$ cat src/rtl/audio_pkg.sv
// Shared audio-path definitions used by the oscillator, mixer and PDM sink.
package audio_pkg;

  localparam int unsigned AUDIO_BITDEPTH = 12;

  typedef logic [AUDIO_BITDEPTH-1:0] audio_sample_t;

  // Offset-binary "silence" level: 2^(bits-1)-1.
  function automatic int unsigned audio_midpoint(input int unsigned bits);
    return (32'd1 << (bits - 32'd1)) - 32'd1;
  endfunction

  localparam audio_sample_t AUDIO_MIDPOINT = audio_sample_t'(audio_midpoint(AUDIO_BITDEPTH));

endpackage

$ cat src/rtl/audio_pdm_sink_if.sv
// Valid/ready sample stream from the mixer into the PDM sink.
interface audio_pdm_sink_if
  import audio_pkg::*;
#(
  parameter int unsigned BITDEPTH = AUDIO_BITDEPTH
);

  logic [BITDEPTH-1:0] sample_in;
  logic                sample_valid;
  logic                sample_ready;

  modport master (
    output sample_in,
    output sample_valid,
    input  sample_ready
  );

  modport slave (
    input  sample_in,
    input  sample_valid,
    output sample_ready
  );

endinterface

$ cat src/rtl/audio_sample_fifo.sv
// Synchronous power-of-two FIFO with registered level, full and empty flags.
module audio_sample_fifo #(
  parameter int unsigned WIDTH = 12,
  parameter int unsigned DEPTH = 4
) (
  input  logic                     clk,
  input  logic                     rst,
  input  logic                     i_wr_en,
  input  logic [WIDTH-1:0]         i_wr_data,
  input  logic                     i_rd_en,
  output logic [WIDTH-1:0]         o_rd_data,
  output logic [$clog2(DEPTH):0]   o_level,
  output logic                     o_full,
  output logic                     o_empty
);

  localparam int unsigned PW = $clog2(DEPTH);
  localparam int unsigned LW = PW + 1;

  logic [WIDTH-1:0] r_mem [DEPTH];
  logic [PW-1:0]    r_wr_ptr;
  logic [PW-1:0]    r_rd_ptr;
  logic [LW-1:0]    r_level;
  logic             w_wr;
  logic             w_rd;

  assign o_full    = (r_level == LW'(DEPTH));
  assign o_empty   = (r_level == '0);
  assign o_level   = r_level;
  assign o_rd_data = r_mem[r_rd_ptr];

  assign w_wr = i_wr_en && !o_full;
  assign w_rd = i_rd_en && !o_empty;

  always_ff @(posedge clk) begin
    if (rst) begin
      r_wr_ptr <= '0;
      r_rd_ptr <= '0;
      r_level  <= '0;
    end else begin
      if (w_wr) r_wr_ptr <= r_wr_ptr + PW'(1);
      if (w_rd) r_rd_ptr <= r_rd_ptr + PW'(1);
      case ({w_wr, w_rd})
        2'b10:   r_level <= r_level + LW'(1);
        2'b01:   r_level <= r_level - LW'(1);
        default: r_level <= r_level;
      endcase
    end
  end

  // Storage carries no reset; only the pointers and level define validity.
  always_ff @(posedge clk) begin
    if (w_wr) r_mem[r_wr_ptr] <= i_wr_data;
  end

endmodule

$ cat src/rtl/audio_pdm_sink.sv
// Audio output sink: buffers mixer samples, releases one per sample period,
// and converts it to a 1-bit stream with a first-order delta-sigma modulator.
module audio_pdm_sink
  import audio_pkg::*;
#(
  parameter int unsigned BITDEPTH   = AUDIO_BITDEPTH,
  parameter int unsigned FIFO_DEPTH = 4,
  parameter int unsigned CLK_DIV    = 1024
) (
  input  logic                          clk,
  input  logic                          rst,
  audio_pdm_sink_if.slave               s_if,
  output logic                          sample_tick,
  output logic [$clog2(FIFO_DEPTH):0]   fifo_level,
  output logic                          underrun,
  output logic                          pdm_out
);

  localparam int unsigned          DW       = $clog2(CLK_DIV);
  localparam logic [DW-1:0]        DIV_LAST = DW'(CLK_DIV - 1);
  localparam logic [BITDEPTH-1:0]  MIDPOINT = BITDEPTH'(audio_midpoint(BITDEPTH));

  logic [DW-1:0]       r_div_cnt;
  logic                r_tick;
  logic                r_underrun;
  logic [BITDEPTH-1:0] r_cur;
  logic [BITDEPTH:0]   r_acc;

  logic [BITDEPTH:0]   w_sum;
  logic [BITDEPTH-1:0] w_head;
  logic                w_full;
  logic                w_empty;
  logic                w_push;

  assign s_if.sample_ready = !w_full;
  assign w_push            = s_if.sample_valid && !w_full;

  audio_sample_fifo #(
    .WIDTH (BITDEPTH),
    .DEPTH (FIFO_DEPTH)
  ) u_fifo (
    .clk       (clk),
    .rst       (rst),
    .i_wr_en   (w_push),
    .i_wr_data (s_if.sample_in),
    .i_rd_en   (r_tick),
    .o_rd_data (w_head),
    .o_level   (fifo_level),
    .o_full    (w_full),
    .o_empty   (w_empty)
  );

  assign w_sum = {1'b0, r_acc[BITDEPTH-1:0]} + {1'b0, r_cur};

  always_ff @(posedge clk) begin
    if (rst) begin
      r_div_cnt  <= '0;
      r_tick     <= 1'b0;
      r_underrun <= 1'b0;
      r_cur      <= MIDPOINT;
      r_acc      <= '0;
    end else begin
      r_div_cnt  <= (r_div_cnt == DIV_LAST) ? '0 : r_div_cnt + DW'(1);
      r_tick     <= (r_div_cnt == DIV_LAST);
      r_underrun <= r_tick && w_empty;
      if (r_tick && !w_empty) r_cur <= w_head;
      r_acc      <= w_sum;
    end
  end

  // The stored carry bit is exactly the registered modulator output, so no
  // separate pdm flop is kept.
  assign pdm_out     = r_acc[BITDEPTH];
  assign sample_tick = r_tick;
  assign underrun    = r_underrun;

endmodule

$ cat src/flat_wrapper.sv
// flat-port wrapper written by rule: the top's interface ports become plain ports
module audio_pdm_sink_flat import audio_pkg::*;
#(
  parameter int unsigned BITDEPTH   = AUDIO_BITDEPTH,
  parameter int unsigned FIFO_DEPTH = 4,
  parameter int unsigned CLK_DIV    = 1024
)
  (clk, rst, sample_tick, fifo_level, underrun, pdm_out, s_if_sample_in, s_if_sample_valid, s_if_sample_ready);
  audio_pdm_sink_if #(.BITDEPTH(BITDEPTH)) s_if_i ();
  input  logic clk;
  input  logic rst;
  output logic sample_tick;
  output logic [$clog2(FIFO_DEPTH):0] fifo_level;
  output logic underrun;
  output logic pdm_out;
  input wire logic [$bits(s_if_i.sample_in)-1:0] s_if_sample_in;
  input wire logic [$bits(s_if_i.sample_valid)-1:0] s_if_sample_valid;
  output wire logic [$bits(s_if_i.sample_ready)-1:0] s_if_sample_ready;
  assign s_if_i.sample_in = s_if_sample_in;
  assign s_if_i.sample_valid = s_if_sample_valid;
  assign s_if_sample_ready = s_if_i.sample_ready;
  audio_pdm_sink #(.BITDEPTH(BITDEPTH), .FIFO_DEPTH(FIFO_DEPTH), .CLK_DIV(CLK_DIV)) u_core (.clk(clk), .rst(rst), .s_if(s_if_i), .sample_tick(sample_tick), .fifo_level(fifo_level), .underrun(underrun), .pdm_out(pdm_out));
endmodule
$ cat config.mk
export PLATFORM = sky130hd
export DESIGN_NAME = audio_pdm_sink_flat
export DESIGN_NICKNAME = d
export VERILOG_FILES = /design/src/rtl/audio_pkg.sv /design/src/rtl/audio_pdm_sink_if.sv /design/src/rtl/audio_sample_fifo.sv /design/src/rtl/audio_pdm_sink.sv /design/src/flat_wrapper.sv
export SDC_FILE = /design/constraint.sdc
export NUM_CORES = 1
export LEC_CHECK = 0
export CORE_UTILIZATION = 36
export CTS_CLUSTER_DIAMETER = 40
export DETAILED_ROUTE_END_ITERATION = 10
export PLACE_DENSITY = 0.58
export SYNTH_ARGS = -nofsm -noshare
export SYNTH_HDL_FRONTEND = slang
export SYNTH_SLANG_ARGS = --single-unit
$ cat constraint.sdc
create_clock -name clk -period 3.07 [get_ports clk]
set_input_delay 0.614 -clock clk [delete_from_list [all_inputs] [get_ports clk]]
set_output_delay 0.614 -clock clk [all_outputs]
set_load 0.03 [all_outputs]
==> flow_metrics.tcl, run 1 <==
set metrics [dict create \
    fmax_mhz 387 \
    swShare 0.286 \
    relSlewSlack 0.564 \
    critPathKind "reg2reg" \
    synth-warning-count 0 \
    grt_pass1_vias 2143 \
    cts.repair_timing.setup_buffer_count 0 \
    yosysTopAreaCell "edfxtp_1" \
    syn-cell-area_sq_mm 0.00387 \
    worst_setup_path_start_kind "flip-flop" \
    ys_top_cells_by_area "edfxtp_1 37%, dfxtp_1 23%, ha_1 5.8%, mux4_2 4.1%, mux4_1 3.4%" \
    power.ir.vdd_worst_v 0.000332 \
    synthDominantCellAreaShare 0.373 \
    area.growth.synth_to_final_pct 13.6 \
    initial_antenna_violation_count 0 \
    setup_viol 0 \
    detail_route.wl_per_cell_um 14.0 \
    cts.reportedPaths.clkPinSlew_ns 0.10 \
    clkSinkCount 92 \
    tritoncts "yes" \
    cts.root.buffer_cell "clkbuf_8" \
    power_density_mw_per_mm2 655 \
    starting_drc_count_in_detailed_routing 101 \
    worst_setup_ep_type "flip-flop" \
    grt_first_pass_wirelength_um 10600 \
    antenna_left 0 \
    layout.nets 349 \
    portBuffers 21 \
    cts_buffers 9 \
    worst-slew-pin-transition_ns 0.653 \
    initial_core_util 0.373 \
    drt_first_pass_iters 4 \
    final_layout_size_suffix_gt1_frac 0.0815 \
    place_worst_setup_slack_ns 0.437 \
    cts-resized-gates 0 \
    insertedDiodeCount 0 \
    floorplan.die.width_um 106 \
    post-route-period-util 0.842 \
    cts_buffer_depth 2 \
    drcViolationCount 0 \
    p_int_uw 2060 \
    layout_setup_ws_ns 0.484 \
    cts-htree-levels 3 \
    switchingPower_uw 823 \
    power.share.clock 0.273 \
    core_rows 37 \
    synth.ff_latch_count 92 \
    place_hpwl_um 4390 \
    finalWirelength_um 6360 \
    min_path_type "reg2reg" \
    final-max-slew-violation-count 0 \
    ys_seq_area_frac 0.600 \
    worst_ep_arrival_time_ns 2.87 \
    postLayoutCellArea_sq_mm 0.00440 \
    floorplan.die.height_um 106 \
    area_of_the_core_sq_mm 0.0104 \
    grt_use_total 0.125 \
    total_negative_setup_slack_ns 0 \
    leakagePower_uw 0.00162 \
    floorplan.die_area_sq_mm 0.0112 \
    routed-via-count 2214 \
    hold_buffers 0 \
    status "finished clean" \
    final_cell_mix "48 x edfxtp_1, 44 x dfxtp_1, 33 x nor2_1" \
    cap_violations 0 \
    placed_cell_area_sq_mm 0.00420 \
    area_of_the_multi_input_gates_sq_mm 0.00145 \
    post_synth_cell_types 38 \
    seqPwrFrac 0.494 \
    final_common_cell "edfxtp_1" \
    number_of_instances_in_the_synthesized_netlist 291 \
    clock-skew-final_ns 0.0154 \
    comb_power_share 0.233 \
    clk_latency_ns 0.35 \
    fillCellCount 977 \
    sequential_cell_area_sq_mm 0.00232 \
    place.gp.congestion 0.754 \
    hold_viol_final 0 \
    detail_route.vias_per_cell 4.87 \
    fin_crit_ns 2.59 \
    unrepaired_setup_endpoints_after_global_routing "false" \
    synth.avg_cell_area_sq_um 13.3 \
    io_pins 22 \
    syn_nets 326 \
    required_time_of_the_critical_path_ns 3.35 \
    max_fo_critical_path 13 \
    global_route.overflow_total 0 \
    grt_start_max_net_pins 18 \
]
-- registers in the layout, indices dropped and copies added (netlist names) --
name / count
u_core.u_fifo.o_level: 3
u_core.u_fifo.r_rd_ptr: 2
u_core.r_cur: 12
u_core.u_fifo.r_mem: 48
u_core.u_fifo.r_wr_ptr: 2
u_core.underrun: 1
u_core.r_acc: 13
u_core.sample_tick: 1
u_core.r_div_cnt: 10
-- worst max-delay path, cell delays in order, from the launching register on --
cell and delay, ns:
dfxtp_1 0.39, or3_1 0.31, nand2_1 0.32, inv_1 0.24
ha_1 0.21, inv_1 0.06, fa_1 0.37, xor2_1 0.16
or3_1 0.30, a21oi_1 0.14
-- cells by family after synthesis --
logic type / synth area share
AO/OA/AOI/OAI: 0.0676
AND/OR/NAND/NOR: 0.108
multiplexers: 0.0802
flip-flops: 0.600
buffers and inverters: 0.0259
XOR/XNOR: 0.0498
adder cells (fa/ha/maj): 0.0686
-- worst paths after layout --
| check | from | end | slack [ns] | depth (start not counted) |
|---|---|---|---|---|
| worst max-delay path | u_core.u_fifo.o_level[1] | u_core.u_fifo.o_level[2] | 0.48 | 9 |
| worst min-delay path | u_core.r_div_cnt[0] | u_core.r_div_cnt[0] | 0.47 | 1 |
| worst max register to register | u_core.u_fifo.o_level[1] | u_core.u_fifo.o_level[2] | 0.48 | 9 |
| worst min register to register | u_core.r_div_cnt[0] | u_core.r_div_cnt[0] | 0.47 | 1 |
-- layer usage --
| metal | GRT usage | routed length, um |
|---|---|---|
| met1 | 0.163 | 3120 |
| met4 | 0.0595 | 113 |
| met3 | 0.0272 | 162 |
| met2 | 0.197 | 2970 |
| met5 | 0 | 0 |
-- through the flow --
step | utilization | power [uW] | hold WS (ns) | std cells
6_report | 0.424 | 2880 | 0.470 | 455
5_1_grt | 0.424 | 3060 | 0.501 | 455
4_1_cts | 0.424 | 2920 | 0.480 | 455
3_5_place_dp | 0.405 | 2130 | 0.455 | 439
3_3_place_gp | 0.405 | 2120 | 0.444 | 439
2_1_floorplan | - | 1980 | 0.430 | 291
-- cell usage after synthesis --
cell type and n:
a22o_1 1, buf_1 2, inv_1 8, mux2_1 1
a31oi_1 2, xor2_1 13, nand4_1 3, nand3_1 6
mux4_2 7, mux2i_1 1, a21o_1 4, dfxtp_1 44
nor3b_1 1, and3_1 20, o21ai_1 1, clkbuf_1 7
a211oi_2 1, a21oi_1 9, o21bai_1 1, xnor2_1 9
buf_2 1, o21ai_0 4, buf_6 1, a221oi_1 1
nand2b_1 1, a211o_1 11, nor2b_1 4, edfxtp_1 48
nor2_1 33, nand2_1 12, or3_1 2, mux4_1 5
nor3_1 2, buf_12 1, a211oi_1 2, fa_1 2
and2_1 2, ha_1 18
-- power by group through the flow --
stage	clock network [uW]	registers (uW)	logic (uW)
2_1_floorplan	0	1460	522
3_3_place_gp	0	1450	665
3_5_place_dp	0	1450	674
4_1_cts	815	1430	677
5_1_grt	863	1430	761
6_report	785	1420	671
-- layout make-up --
type,count,area share
multi-input combinational,179,0.329
clock inverter,5,0.00939
timing repair buffer,24,0.0529
inverter,8,0.00683
tap,136,0.0387
clock buffer,11,0.0347
sequential,92,0.528
Note: power is estimated with default switching activity, not from simulation.
==> run 2, diff against run 1 <==
==> constraint.sdc (replaced) <==
create_clock -name clk -period 2.4 [get_ports clk]
set_input_delay 0.48 -clock clk [delete_from_list [all_inputs] [get_ports clk]]
set_output_delay 0.48 -clock clk [all_outputs]
set_load 0.03 [all_outputs]
==> run 2 against run 1 <==
Effect of this change:
- register-to-register slack worse by 0.23 ns
- cell area up 2.3%
- largest cell class unchanged
- critical endpoint is now u_core.r_acc[12]
- non-clock buffer count up 11
- worst hold slack improved by 0.0078 ns
- critical path depth fell by 2
- power is 31% higher
- clock skew decreased by 0.0032 ns
==> flow_metrics.tcl, run 2 (same netlist as run 1, synthesis figures left out) <==
set metrics [dict create \
    layout.nets 360 \
    holdPathStages 1 \
    final_cell_mix "48 x edfxtp_1, 44 x dfxtp_1, 33 x nor2_1" \
    starting_drc_count_in_detailed_routing 155 \
    place.detailed.instances 450 \
    status "finished clean" \
    grt_start_max_net_pins 22 \
    worst_ep_arrival_time_ns 2.37 \
    hold_path.startpoint "u_core.r_div_cnt[0]" \
    cts_buffers 9 \
    cts-resized-gates 0 \
    cts_buffer_depth 2 \
    insertedDiodeCount 0 \
    worstRegToRegCells 7 \
    setup_viol 0 \
    worst-slew-pin-transition_ns 0.561 \
    relSlewSlack 0.625 \
    cp_slowest_cell "fa_1" \
    fin_worst_hold_slack_ns 0.478 \
    required_time_of_the_critical_path_ns 2.63 \
    initial_antenna_violation_count 0 \
    cts.repair_timing.setup_buffer_count 0 \
    cap_violations 0 \
    layout_setup_ws_ns 0.257 \
    final_core_utilization 0.434 \
    fin_crit_ns 2.14 \
    worst_path_dominant_cell_family "compound AO/OA/AOI/OAI gates" \
    crit_chain "ha_1 -> fa_1 -> a21o_1 -> a221oi_1 -> o21ai_0 -> nand4_1 -> a211oi_1" \
    power_density_mw_per_mm2 839 \
    registers.top_by_ff_count "u_core.u_fifo.r_mem" \
    floorplan.die.width_um 106 \
    unrepaired_setup_endpoints_after_global_routing "false" \
    cts.root.buffer_cell "clkbuf_8" \
    place.gp.congestion 0.802 \
    routed-via-count 2250 \
    area.growth.synth_to_final_pct 16.3 \
    fmax_mhz 467 \
    clock-skew-final_ns 0.0122 \
    detail_route.vias_per_cell 4.83 \
    antenna_left 0 \
    core_rows 37 \
    finalWirelength_um 6480 \
    largest_register_ffs 48 \
    post_layout_nonfiller_instances 466 \
    grt_pass1_vias 2256 \
    floorplan.die.height_um 106 \
    tritoncts "yes" \
    portBuffers 21 \
    fillCellCount 988 \
    top_regs "u_core.u_fifo.r_mem: 48 flops, u_core.r_acc: 13 flops, u_core.r_cur: 12 flops" \
    leakagePower_uw 0.00168 \
    max_fo_critical_path 3 \
    hold_buffers 0 \
    hold_viol_final 0 \
    min_path_type "reg2reg" \
    timing.hold.worst_endpoint "u_core.r_div_cnt[0]" \
    initial_core_util 0.373 \
    cts-htree-levels 3 \
    area_of_the_core_sq_mm 0.0104 \
    final-max-slew-violation-count 0 \
    floorplan.die_area_sq_mm 0.0112 \
    power.ir.vdd_worst_v 0.000476 \
    drcViolationCount 0 \
    clkSinkCount 92 \
    critPathKind "reg2reg" \
    rr_endpoint "u_core.r_acc[12]" \
    final_layout_size_suffix_gt1_frac 0.115 \
    regToRegStartpoint "u_core.r_acc[0]" \
    place_worst_setup_slack_ns -0.0119 \
    clk_latency_ns 0.37 \
    detail_route.wl_per_cell_um 13.9 \
    cpPeakStageDelay_ns 0.41 \
    rrSetupSlack_ns 0.26 \
    final_common_cell "edfxtp_1" \
    grt_first_pass_wirelength_um 11100 \
    global_route.overflow_total 0 \
    cts.reportedPaths.clkPinSlew_ns 0.10 \
    place_hpwl_um 4440 \
    worst_setup_path_start_kind "flip-flop" \
    worst_setup_ep_type "flip-flop" \
    post-route-period-util 0.893 \
    drt_first_pass_iters 4 \
    grt_use_total 0.131 \
    power_uw 3770 \
    io_pins 22 \
    combined_buffer_and_inverter_count_along_the_critical_path 0 \
]
==> run 2: cell types whose count changed in the layout (fill, tap and decap cells not counted), sizes merged <==
cell	delta
inv	-2
clkbuf	-2
clkinvlp	+2
clkinv	+1
buf	+11
bufinv	+1
==> run 2: worst reg2reg max path, cell delays in order, from the launching register on <==
cell	delay, ns
dfxtp_1	0.32
ha_1	0.23
fa_1	0.41
a21o_1	0.23
a221oi_1	0.35
o21ai_0	0.25
nand4_1	0.15
a211oi_1	0.08
==> run 2: final cells by class <==
| class | instances | area (sq um) | share of cell area |
|---|---|---|---|
| Multi-Input combinational cell | 179 | 1450 | 0.323 |
| Sequential cell | 92 | 2320 | 0.516 |
| Inverter | 8 | 30.0 | 0.00668 |
| Clock inverter | 7 | 72.6 | 0.0161 |
| Tap cell | 136 | 170 | 0.0378 |
| Clock buffer | 9 | 124 | 0.0275 |
| Timing Repair Buffer | 35 | 328 | 0.0729 |
==> run 2: layer usage <==
layer	wire, um	global-route usage	share of wire	vias up
li1	-	-	-	1135
met1	3110	0.166	0.48	1076
met2	3080	0.205	0.48	28
met3	176	0.0346	0.027	11
met4	116	0.0665	0.018	0
met5	0	0	0	-
==> run 2: power by group <==
group / total (uW) / internal (uW) / leakage, uW / switching [uW]
clock: 1050 / 484 / 0.0000938 / 561
combinational: 907 / 426 / 0.000782 / 481
sequential: 1820 / 1780 / 0.000801 / 40.3
==> run 2: worst max-delay path by stage <==
stage	startpoint	end	depth (start not counted)	slack, ns
floorplan	u_core.u_fifo.o_level[2]	u_core.u_fifo.o_level[2]	9	0.04
global placement	s_if_sample_valid	u_core.u_fifo.o_level[2]	9	0.05
detailed placement	s_if_sample_valid	u_core.u_fifo.o_level[2]	9	-0.01
CTS	u_core.u_fifo.o_level[0]	s_if_sample_ready	3	0.25
global route	u_core.u_fifo.o_level[0]	u_core.u_fifo.o_level[2]	10	0.11
finish	u_core.r_acc[0]	u_core.r_acc[12]	7	0.26
==> run 2: metrics by stage <==
step                      instance area (sq um)  TNS (ns)
after floorplan                            3870         0
after global placement                     4300         0
after detailed placement                   4300   -0.0119
after CTS                                  4500         0
after global routing                       4500         0
final                                      4500         0
